## src/rtl/ffn_pkg.sv

```systemverilog
// Shared types and arithmetic helpers for the sequential feedforward engine.
package ffn_pkg;

    typedef enum logic [1:0] {
        ST_IDLE,
        ST_L1,
        ST_L2,
        ST_DONE
    } state_t;

    localparam int SAT_W = 64;

    typedef struct packed {
        logic signed [SAT_W-1:0] value;
        logic                    ovf;
    } sat_t;

    function automatic int acc_width(input int width, input int idim, input int hdim);
        int n = (idim > hdim) ? idim : hdim;
        return 2 * width + $clog2(n) + 1;
    endfunction

    // Clamp to the signed range of 'width' bits; ovf flags any clamp.
    function automatic sat_t saturate(input logic signed [SAT_W-1:0] v, input int width);
        logic signed [SAT_W-1:0] hi;
        logic signed [SAT_W-1:0] lo;
        sat_t r;
        hi      = (64'sd1 <<< (width - 1)) - 64'sd1;
        lo      = -(64'sd1 <<< (width - 1));
        r.value = v;
        r.ovf   = 1'b0;
        if (v > hi) begin
            r.value = hi;
            r.ovf   = 1'b1;
        end else if (v < lo) begin
            r.value = lo;
            r.ovf   = 1'b1;
        end
        return r;
    endfunction

endpackage

```

## src/rtl/ffn_seq_engine_mac.sv

```systemverilog
// Time-multiplexed signed MAC with rescale, bias, optional ReLU and saturation.
module ffn_mac
    import ffn_pkg::*;
#(
    parameter int WIDTH = 8,
    parameter int FRAC  = 4,
    parameter int ACC_W = 20
) (
    input  logic                    clk,
    input  logic                    rst_n,
    input  logic                    en,
    input  logic                    last,
    input  logic                    clr,
    input  logic                    relu,
    input  logic signed [WIDTH-1:0] a,
    input  logic signed [WIDTH-1:0] b,
    input  logic signed [WIDTH-1:0] bias,
    output logic signed [WIDTH-1:0] result,
    output logic                    ovf
);

    logic signed [2*WIDTH-1:0] prod;
    logic signed [ACC_W-1:0]   acc;
    logic signed [ACC_W-1:0]   sum;
    logic signed [ACC_W-1:0]   scaled;
    logic signed [ACC_W-1:0]   biased;
    logic signed [SAT_W-1:0]   pre;
    sat_t                      sat;

    // The result is formed from acc+product so write-back needs no extra cycle.
    always_comb begin
        prod   = a * b;
        sum    = acc + ACC_W'(prod);
        scaled = sum >>> FRAC;
        biased = scaled + ACC_W'(bias);
        pre    = SAT_W'(biased);
        if (relu && biased[ACC_W-1]) begin
            pre = '0;
        end
        sat    = saturate(pre, WIDTH);
        result = WIDTH'(sat.value);
        ovf    = sat.ovf;
    end

    always_ff @(posedge clk or negedge rst_n) begin
        if (!rst_n) begin
            acc <= '0;
        end else if (clr) begin
            acc <= '0;
        end else if (en) begin
            acc <= last ? '0 : sum;
        end
    end

endmodule

```

## src/rtl/ffn_seq_engine.sv

```systemverilog
// Sequential two-layer FFN: y = W2*ReLU(W1*x + b1) + b2 on a single shared MAC.
module ffn_seq_engine
    import ffn_pkg::*;
#(
    parameter int IDIM       = 4,
    parameter int HIDDEN_DIM = 8,
    parameter int WIDTH      = 8,
    parameter int FRAC       = 4
) (
    input  logic                               clk,
    input  logic                               rst_n,
    input  logic                               start,
    input  logic                               clear,
    input  logic [IDIM*WIDTH-1:0]              input_data,
    input  logic [HIDDEN_DIM*IDIM*WIDTH-1:0]   weights1,
    input  logic [HIDDEN_DIM*WIDTH-1:0]        bias1,
    input  logic [IDIM*HIDDEN_DIM*WIDTH-1:0]   weights2,
    input  logic [IDIM*WIDTH-1:0]              bias2,
    output logic [IDIM*WIDTH-1:0]              output_data,
    output logic                               busy,
    output logic                               done,
    output logic                               sat_flag
);

    localparam int ACC_W = acc_width(WIDTH, IDIM, HIDDEN_DIM);
    localparam int NW    = IDIM * HIDDEN_DIM;
    localparam int IW    = (IDIM > 1) ? $clog2(IDIM) : 1;
    localparam int HW    = (HIDDEN_DIM > 1) ? $clog2(HIDDEN_DIM) : 1;
    localparam int WW    = (NW > 1) ? $clog2(NW) : 1;
    localparam logic [IW-1:0] I_LAST = IW'(IDIM - 1);
    localparam logic [HW-1:0] H_LAST = HW'(HIDDEN_DIM - 1);

    logic signed [WIDTH-1:0] x_r    [IDIM];
    logic signed [WIDTH-1:0] w1_r   [NW];
    logic signed [WIDTH-1:0] b1_r   [HIDDEN_DIM];
    logic signed [WIDTH-1:0] w2_r   [NW];
    logic signed [WIDTH-1:0] b2_r   [IDIM];
    logic signed [WIDTH-1:0] hidden [HIDDEN_DIM];
    logic signed [WIDTH-1:0] stage  [IDIM];

    state_t          state;
    logic [IW-1:0]   i_idx;
    logic [IW-1:0]   o_idx;
    logic [HW-1:0]   h_idx;
    logic [WW-1:0]   w_idx;

    logic                    start_ok;
    logic                    mac_run;
    logic                    mac_last;
    logic                    mac_relu;
    logic signed [WIDTH-1:0] mac_a;
    logic signed [WIDTH-1:0] mac_b;
    logic signed [WIDTH-1:0] mac_bias;
    logic signed [WIDTH-1:0] mac_res;
    logic                    mac_ovf;

    assign start_ok = start && !clear && (state == ST_IDLE || state == ST_DONE);
    assign mac_run  = !clear && (state == ST_L1 || state == ST_L2);

    // Both weight matrices are walked in storage order, so one linear pointer serves both layers.
    always_comb begin
        mac_a    = x_r[i_idx];
        mac_b    = w1_r[w_idx];
        mac_bias = b1_r[h_idx];
        mac_relu = 1'b1;
        mac_last = (i_idx == I_LAST);
        if (state == ST_L2) begin
            mac_a    = hidden[h_idx];
            mac_b    = w2_r[w_idx];
            mac_bias = b2_r[o_idx];
            mac_relu = 1'b0;
            mac_last = (h_idx == H_LAST);
        end
    end

    ffn_mac #(
        .WIDTH (WIDTH),
        .FRAC  (FRAC),
        .ACC_W (ACC_W)
    ) u_mac (
        .clk    (clk),
        .rst_n  (rst_n),
        .en     (mac_run),
        .last   (mac_last),
        .clr    (start_ok || clear),
        .relu   (mac_relu),
        .a      (mac_a),
        .b      (mac_b),
        .bias   (mac_bias),
        .result (mac_res),
        .ovf    (mac_ovf)
    );

    always_ff @(posedge clk or negedge rst_n) begin
        if (!rst_n) begin
            for (int k = 0; k < IDIM; k++) begin
                x_r[k]  <= '0;
                b2_r[k] <= '0;
            end
            for (int k = 0; k < HIDDEN_DIM; k++) b1_r[k] <= '0;
            for (int k = 0; k < NW; k++) begin
                w1_r[k] <= '0;
                w2_r[k] <= '0;
            end
        end else if (start_ok) begin
            for (int k = 0; k < IDIM; k++) begin
                x_r[k]  <= input_data[k*WIDTH +: WIDTH];
                b2_r[k] <= bias2[k*WIDTH +: WIDTH];
            end
            for (int k = 0; k < HIDDEN_DIM; k++) b1_r[k] <= bias1[k*WIDTH +: WIDTH];
            for (int k = 0; k < NW; k++) begin
                w1_r[k] <= weights1[k*WIDTH +: WIDTH];
                w2_r[k] <= weights2[k*WIDTH +: WIDTH];
            end
        end
    end

    always_ff @(posedge clk or negedge rst_n) begin
        if (!rst_n) begin
            for (int k = 0; k < HIDDEN_DIM; k++) hidden[k] <= '0;
            for (int k = 0; k < IDIM; k++) stage[k] <= '0;
        end else if (mac_run && mac_last) begin
            if (state == ST_L1) hidden[h_idx] <= mac_res;
            else                stage[o_idx]  <= mac_res;
        end
    end

    always_ff @(posedge clk or negedge rst_n) begin
        if (!rst_n) begin
            state       <= ST_IDLE;
            i_idx       <= '0;
            h_idx       <= '0;
            o_idx       <= '0;
            w_idx       <= '0;
            busy        <= 1'b0;
            done        <= 1'b0;
            sat_flag    <= 1'b0;
            output_data <= '0;
        end else if (clear) begin
            state <= ST_IDLE;
            i_idx <= '0;
            h_idx <= '0;
            o_idx <= '0;
            w_idx <= '0;
            busy  <= 1'b0;
            done  <= 1'b0;
        end else begin
            done <= 1'b0;
            case (state)
                ST_IDLE: begin
                    if (start) begin
                        state    <= ST_L1;
                        busy     <= 1'b1;
                        sat_flag <= 1'b0;
                    end
                end
                ST_L1: begin
                    w_idx <= w_idx + 1'b1;
                    if (mac_last && mac_ovf) sat_flag <= 1'b1;
                    if (i_idx == I_LAST) begin
                        i_idx <= '0;
                        if (h_idx == H_LAST) begin
                            h_idx <= '0;
                            w_idx <= '0;
                            state <= ST_L2;
                        end else begin
                            h_idx <= h_idx + 1'b1;
                        end
                    end else begin
                        i_idx <= i_idx + 1'b1;
                    end
                end
                ST_L2: begin
                    w_idx <= w_idx + 1'b1;
                    if (mac_last && mac_ovf) sat_flag <= 1'b1;
                    if (h_idx == H_LAST) begin
                        h_idx <= '0;
                        if (o_idx == I_LAST) begin
                            o_idx <= '0;
                            w_idx <= '0;
                            state <= ST_DONE;
                            busy  <= 1'b0;
                        end else begin
                            o_idx <= o_idx + 1'b1;
                        end
                    end else begin
                        h_idx <= h_idx + 1'b1;
                    end
                end
                ST_DONE: begin
                    done <= 1'b1;
                    for (int k = 0; k < IDIM; k++) output_data[k*WIDTH +: WIDTH] <= stage[k];
                    if (start) begin
                        state    <= ST_L1;
                        busy     <= 1'b1;
                        sat_flag <= 1'b0;
                    end else begin
                        state <= ST_IDLE;
                    end
                end
                default: state <= ST_IDLE;
            endcase
        end
    end

endmodule

```

## config.mk

```make
export PLATFORM = sky130hd
export DESIGN_NAME = ffn_seq_engine
export DESIGN_NICKNAME = d
export VERILOG_FILES = /design/src/rtl/ffn_pkg.sv /design/src/rtl/ffn_seq_engine_mac.sv /design/src/rtl/ffn_seq_engine.sv
export SDC_FILE = /design/constraint.sdc
export NUM_CORES = 1
export LEC_CHECK = 0
export ABC_AREA = 1
export CAP_MARGIN = 0
export CORE_ASPECT_RATIO = 1.1
export CORE_MARGIN = 1.5
export CORE_UTILIZATION = 55
export CTS_BUF_LIST = sky130_fd_sc_hd__clkbuf_8 sky130_fd_sc_hd__clkbuf_16
export DETAILED_ROUTE_END_ITERATION = 8
export GPL_ROUTABILITY_DRIVEN = 0
export PLACE_DENSITY = 0.82
export SLEW_MARGIN = 20
export SYNTH_ARGS = -nofsm -noshare
export SYNTH_HDL_FRONTEND = slang
export SYNTH_SLANG_ARGS = --single-unit
```

## constraint.sdc

```tcl
create_clock -name clk -period 17.29 [get_ports clk]
set_clock_uncertainty 0.15 [all_clocks]
set_input_delay 2.5935 -clock clk [delete_from_list [all_inputs] [get_ports clk]]
set_output_delay 2.5935 -clock clk [all_outputs]
set_load 0.01 [all_outputs]
```

Word-level counts from Yosys, hierarchy flattened. Cells that the tools add are included.

Add/sub/neg operators: 6. $mul: 1. $lt $le $gt $ge: 8. Eq/ne operators: 14. Multiplexer cells: 70. Bitwise gates (word level): 6. Reduce and logical (&&, ||, !) cells: 29.

Operators with widths (number): 2-to-1 mux 8 bit (17); binary-select mux 8 bit (select 5 bit) (2); bitwise mux 64 bit (1); greater-than comparator 64 x 8 -> 1 bit (second input constant) (1); less-than comparator 64 x 8 -> 1 bit (second input constant) (1); 2-to-1 mux 64 bit (1); 2-to-1 mux 20 bit (3); binary-select mux 8 bit (select 3 bit) (2); binary-select mux 8 bit (select 2 bit) (2); bitwise mux 32 bit (1); 2-to-1 mux 2 bit (13); 2-to-1 mux 5 bit (5); demux 8 bit (select 3 bit) (1); adder 20 x 16 -> 20 bit (1); 2-to-1 mux 9 bit (2); adder 16 x 8 -> 17 bit (1); demux 8 bit (select 2 bit) (1); multiplier 8 x 8 -> 16 bit (1); 2-to-1 mux 1 bit (11); case mux 5 bit (2 select lines) (1); AND reduction 2 bit (5); 2-to-1 mux 3 bit (3); != test 3 x 2 -> 1 bit (second input constant) (3); == test 2 bit (second input constant) (4); other kinds (30) (51).

Bits in registers: 805. Input port bits: 644. Output and inout bits: 35. Word-level logic and storage cells: 236.

Depth between registers and ports, before layout.
Word-level depth: 16. Gate-level depth with buffers: 52. Depth with buffers taken out: 49.

Hierarchy. From an unflattened synthesis, not the netlist that was laid out.

Cell total of the unflattened synthesis: 5538. Area, all modules: 41936.5 sq um.

Modules (own cells, without submodules): ffn_seq_engine (instances 1, cells an instance 4807, area each 36294.8 sq um, sequential area each 19643.8 sq um); ffn_mac (instances 1, cells an instance 731, area each 5641.7 sq um, sequential area each 500.5 sq um).

Worst setup path after synthesis. OpenSTA, ideal clock, no wires.

Path type: register -> register. Start: reg w_idx[0]. End: reg hidden[40] in the netlist's numbering. Library setup time: 65 ps. Data arrival time: 8332 ps. Required time: 17075 ps. Path slack: 8743 ps. Cell stages (with the launch flop): 49. Buffers on the path: 3. Clock period less this slack: 8547 ps. Cells stage by stage: dfrtp_1 -> inv_2 -> buf_2 -> clkbuf_1 -> nor2_1 -> o22ai_1 -> nor2_1 -> o22ai_1 -> nand2_1 -> nand3_1 -> nand2_1 -> nor2_1 -> inv_1 -> fa_1 -> inv_1 -> fa_1 -> fa_1 -> fa_1 -> [13 not listed] -> and2_1 -> ha_1 -> nand2_1 -> inv_1 -> nand2_1 -> nand2_1 -> a21oi_1 -> nand3_1 -> nand3_4 -> nand2_1 -> nor2_1 -> nand3_1 -> nand2_2 -> nand2_1 -> nand2_2 -> buf_6 -> nand2_1 -> nand2_1.

Longest elaborated chain between the ends: 14. Elaborated cells between the ends (all ways): 18. Those cells by class: add/sub (2); mul (1); order compare (2); mux (11); bitwise (1); reduce/logical (1).

RTL lines: start: declaration (RTL line ffn_seq_engine.sv:45) `logic [WW-1:0] w_idx;`; start signal: assignment (RTL line ffn_seq_engine.sv:158) `w_idx <= w_idx + 1'b1;`; start signal: assignment (RTL line ffn_seq_engine.sv:174) `w_idx <= w_idx + 1'b1;`; NOT 5 -> 6 bit (not written as such) (*) (RTL line ffn_seq_engine.sv:63, ffn_seq_engine.sv:69); binary-select mux 8 bit (select 5 bit), on equally long branches (RTL line ffn_seq_engine.sv:63, ffn_seq_engine.sv:69); 2-to-1 mux 8 bit, on equally long branches (2 in series) (RTL line ffn_seq_engine.sv:63, ffn_seq_engine.sv:69); 2-to-1 mux 8 bit (*) (RTL line ffn_seq_engine.sv:67) `if (state == ST_L2) begin`; multiplier 8 x 8 -> 16 bit (*) (RTL line ffn_seq_engine_mac.sv:32) `prod = a * b;`; adder 20 x 16 -> 20 bit (*) (RTL line ffn_seq_engine_mac.sv:33) `sum = acc + ACC_W'(prod);`; adder 16 x 8 -> 17 bit (*) (RTL line ffn_seq_engine_mac.sv:35) `biased = scaled + ACC_W'(bias);`; logical AND 1 bit (RTL line ffn_seq_engine_mac.sv:37) `if (relu && biased[ACC_W-1]) begin`; 2-to-1 mux 64 bit (*) (RTL line ffn_seq_engine_mac.sv:37); less-than comparator 64 x 8 -> 1 bit (RTL line ffn_pkg.sv:35) `end else if (v < lo) begin`; 2-to-1 mux 9 bit (RTL line ffn_pkg.sv:35); 2-to-1 mux 9 bit (*) (RTL line ffn_pkg.sv:32) `if (v > hi) begin`; bitwise mux 64 bit (*) (RTL line ffn_seq_engine.sv:123) `if (state == ST_L1) hidden[h_idx] <= mac_res;`; end signal: indexed assignment (RTL line ffn_seq_engine.sv:123); end: declaration (RTL line ffn_seq_engine.sv:38) `logic signed [WIDTH-1:0] hidden [HIDDEN_DIM];`.

Every way passes the cells marked *; elsewhere a longest branch is shown, timed or not. The select of a mux whose other input is x is not followed. A chain may end at the register's enable or synchronous reset.

Final worst setup path.
Start: reg w_idx[1]. End: reg stage[28] in the netlist's numbering.

Longest elaborated chain between the ends: 14. Elaborated cells between the ends (all ways): 18. Those cells by class: add/sub (2); mul (1); order compare (2); mux (11); bitwise (1); reduce/logical (1).

RTL lines: NOT 5 -> 6 bit (not written as such) (*) (RTL line ffn_seq_engine.sv:63, ffn_seq_engine.sv:69); binary-select mux 8 bit (select 5 bit), on equally long branches (RTL line ffn_seq_engine.sv:63, ffn_seq_engine.sv:69); 2-to-1 mux 8 bit, on equally long branches (2 in series) (RTL line ffn_seq_engine.sv:63, ffn_seq_engine.sv:69); 2-to-1 mux 8 bit (*) (RTL line ffn_seq_engine.sv:67); multiplier 8 x 8 -> 16 bit (*) (RTL line ffn_seq_engine_mac.sv:32); adder 20 x 16 -> 20 bit (*) (RTL line ffn_seq_engine_mac.sv:33); adder 16 x 8 -> 17 bit (*) (RTL line ffn_seq_engine_mac.sv:35); logical AND 1 bit (RTL line ffn_seq_engine_mac.sv:37); 2-to-1 mux 64 bit (*) (RTL line ffn_seq_engine_mac.sv:37); less-than comparator 64 x 8 -> 1 bit (RTL line ffn_pkg.sv:35); 2-to-1 mux 9 bit (RTL line ffn_pkg.sv:35); 2-to-1 mux 9 bit (*) (RTL line ffn_pkg.sv:32); bitwise mux 32 bit (*) (RTL line ffn_seq_engine.sv:124) `else stage[o_idx] <= mac_res;`; end signal: indexed assignment (RTL line ffn_seq_engine.sv:124); end: declaration (RTL line ffn_seq_engine.sv:39) `logic signed [WIDTH-1:0] stage [IDIM];`.

Marks and branches as above.

==> impl_metrics.tcl <==
set metrics [dict create \
    status "finished clean" \
    synth_most_common_cell "sky130_fd_sc_hd__dfrtp_1" \
    async_flop_share_pct 100 \
    yosysWarningCount 0 \
    synth_ff_type "sky130_fd_sc_hd__dfrtp_1" \
    post_synth_and_or_nand_nor_area_fraction_pct 11.4 \
    antenna_violations_before_repair 59 \
    first_pass_iters 8 \
    die_area_mm2 0.0758 \
    tritoncts "yes" \
    critPathLaunchType "flop" \
    largest_stage_delay_on_the_critical_path_ns 0.77 \
    syn_avg_cell_area_um2 10.2 \
    setup_violations 0 \
    final_area_mm2 0.0511 \
    synth_commonest_cells "805 x sky130_fd_sc_hd__dfrtp_1, 618 x sky130_fd_sc_hd__mux2_2, 603 x sky130_fd_sc_hd__nand2_1" \
    number_of_flops_mapped_to_enable_cells_by_yosys 0 \
    worst_hold_path_cell_count 2 \
    die_height_um 289 \
    grt_use_total_pct 34.8 \
    grt_pass1_vias 33900 \
    timing.setup.critical_path_class "reg2reg" \
    worst_setup_hold_path_clk_slew_ns 0.07 \
    met1Wirelength_um 48200 \
    cts-hold-fix-buffers 0 \
    synth_top_cell_area_share_pct 49.4 \
    maxcap_violations 0 \
    grt_pass1_wl_um 200000 \
    met2_length_um 63600 \
    topRoutingLayerUsed "met5" \
    placed_cell_area_mm2 0.0481 \
    crit_fanout 81 \
    cp_slowest_cell "sky130_fd_sc_hd__buf_4" \
    totalNegativeSetupSlack_ns 0 \
    post-route-min-period_ns 10.75 \
    worst_path_arrival_time_ns 11.17 \
    synth_seq_area_share_pct 49.4 \
    synth.lib_cells_used.distinct 50 \
    fin_crit_share_pct 62.2 \
    root_buffer "sky130_fd_sc_hd__clkbuf_16" \
    max-clock-path-buffers 3 \
    syn-cell-area_mm2 0.0408 \
    detail_route.vias_per_cell 5.96 \
    io_pins 679 \
    chipWidth_um 263 \
    post_route_cells_drive_above_1_share_pct 18.3 \
    clock-sinks 805 \
    final_critical_path_setup_slack_ns 6.54 \
    fmax_ghz 0.0930 \
    detailedPlace.worstSlack_ns 6.76 \
    worst-slew-pin-transition_ns 1.09 \
    cts-buffers-inserted 83 \
    crit_path_frequent_cell "sky130_fd_sc_hd__nand2_1" \
    relSlewSlack_pct 27.6 \
    detailroute.via_count 33500 \
    postCtsResizedCells 0 \
    floorplan.initialDensity_pct 55.7 \
    cell_types_with_the_largest_area_share_after_synthesis "sky130_fd_sc_hd__dfrtp_1 49%, sky130_fd_sc_hd__mux2_2 17%, sky130_fd_sc_hd__nand2_1 5.5%" \
    postCtsSetupRepairBufs 0 \
    synth_fa_ha_area_share_pct 6.73 \
    yosys_register_bits 805 \
    rsz0062_at_grt "false" \
    postSynthNetCount 4792 \
    drc_errors 0 \
    core_area_mm2 0.0733 \
    timing.final.max_slew_violations 0 \
    length_in_cells_of_the_worst_reg_to_reg_path 47 \
    grt_max_degree 218 \
    end_kind "flop" \
    hpwl_um 96500 \
    clkLatencyLatePin_ns 0.66 \
    globalRouteOverflowTotal 0 \
    met3_wirelength_um 12400 \
    dominant_combinational_cell_family_by_area_after_synthesis "multiplexers" \
    synth_compound_area_share_pct 10.1 \
    areaGrowthSynthToFinish_pct 25.3 \
    critical_path_required_ns 17.71 \
    yosys-mux-area-fraction_pct 17.1 \
    yosys.area_share.xor_xnor_pct 0.494 \
    rows 104 \
    drt-total-wl_um 133000 \
    synthDominantAreaCellType "sky130_fd_sc_hd__dfrtp_1" \
    htree_num_levels 3 \
    finalHoldViolCount 0 \
    design.final.nets 5369 \
    detail-route-antenna-nets 0 \
    syn_inst 3982 \
    worstHoldPathType "reg2reg" \
    wire_per_inst_um 23.7 \
    buffer_ports.inserted 678 \
    first_drt_iteration_drcs 3462 \
]
worst max-delay path, delay by kind of cell (launching register included):
kind / cells / cell delay (ns)
flip-flops: 1 / 0.75
AND/OR/NAND/NOR: 24 / 2.86
adder cells (fa/ha/maj): 7 / 3.19
AO/OA/AOI/OAI: 8 / 1.64
buffers and inverters: 8 / 1.86
state kept, by name, summed over array words and instances, names as in the netlist:
signal / flops
u_mac.acc: 20
state: 2
b2_r: 32
output_data: 32
hidden: 64
h_idx: 3
o_idx: 2
w2_r: 256
sat_flag: 1
x_r: 32
done: 1
w1_r: 256
w_idx: 5
stage: 32
i_idx: 2
b1_r: 64
busy: 1
layout make-up:
class / count / area (µm²)
fill: 5239 / 22200
clock buffer: 105 / 2380
clock inverter: 46 / 515
tap: 954 / 1190
multi-input combinational: 2711 / 18700
inverter: 246 / 933
timing repair buffer: 712 / 7100
sequential: 805 / 20200
antenna: 45 / 113
routing by layer:
layer	vias to the layer above	track usage, %
met4	34	23.2
met5	-	0
met2	1724	56.8
met3	435	8.33
li1	14700	-
met1	16600	41.3
per-stage QoR:
step	instances	hold WS (ns)	utilization, %
final	5624	0.324	69.8
after detailed placement	5427	0.312	65.6
after global placement	5427	0.301	65.6
after floorplan	3982	0.292	-
after global routing	5614	0.350	69.7
after CTS	5578	0.322	69.6
cells by family (layout without fill, tap and decap cells):
logic type,count (synthesis),after routing
adders and majority gates,166,166
and+or+nand+nor,1178,1178
AOI/OAI and AO/OA,726,726
DFF,805,805
xor gates and xnor gates,23,23
buffers and inverters,466,1109
muxes,618,618
other,0,45
placed cells by master (no fill, tap or decap), types with 12 or more instances in the layout:
master | Yosys | layout
sky130_fd_sc_hd__dfrtp_1 | 805 | 801
sky130_fd_sc_hd__clkdlybuf4s50_1 | 0 | 677
sky130_fd_sc_hd__mux2_2 | 618 | 618
sky130_fd_sc_hd__nand2_1 | 603 | 602
sky130_fd_sc_hd__nor2_1 | 455 | 455
sky130_fd_sc_hd__o21ai_0 | 389 | 388
sky130_fd_sc_hd__inv_1 | 223 | 231
sky130_fd_sc_hd__o22ai_1 | 177 | 177
sky130_fd_sc_hd__fa_1 | 89 | 89
sky130_fd_sc_hd__clkbuf_16 | 0 | 83
sky130_fd_sc_hd__ha_1 | 77 | 77
sky130_fd_sc_hd__a21oi_1 | 73 | 73
sky130_fd_sc_hd__nand3_1 | 68 | 68
sky130_fd_sc_hd__diode_2 | 0 | 45
sky130_fd_sc_hd__buf_4 | 10 | 29
sky130_fd_sc_hd__clkbuf_8 | 0 | 22
sky130_fd_sc_hd__a221oi_1 | 21 | 21
sky130_fd_sc_hd__inv_2 | 18 | 18
sky130_fd_sc_hd__clkinv_2 | 0 | 18
sky130_fd_sc_hd__o21ai_1 | 16 | 17
sky130_fd_sc_hd__xor2_1 | 14 | 14
sky130_fd_sc_hd__a22o_1 | 13 | 13
sky130_fd_sc_hd__nand2_2 | 12 | 12
path summary, 6_finish.rpt:
path                       startpoint  slack [ns]         endpoint
max reg2reg                  w_idx[1]        6.54        stage[28]
min reg2reg                 stage[20]        0.32  output_data[12]
min                         stage[20]        0.32  output_data[12]
max in group asynchronous       rst_n       11.98        w1_r[165]
max                          w_idx[1]        6.54        stage[28]
min in group asynchronous       rst_n        1.88         b1_r[20]
Power is left out: the tool's default activity adds up to more than one toggle a clock period on the data nets, which glitch-free logic cannot reach.
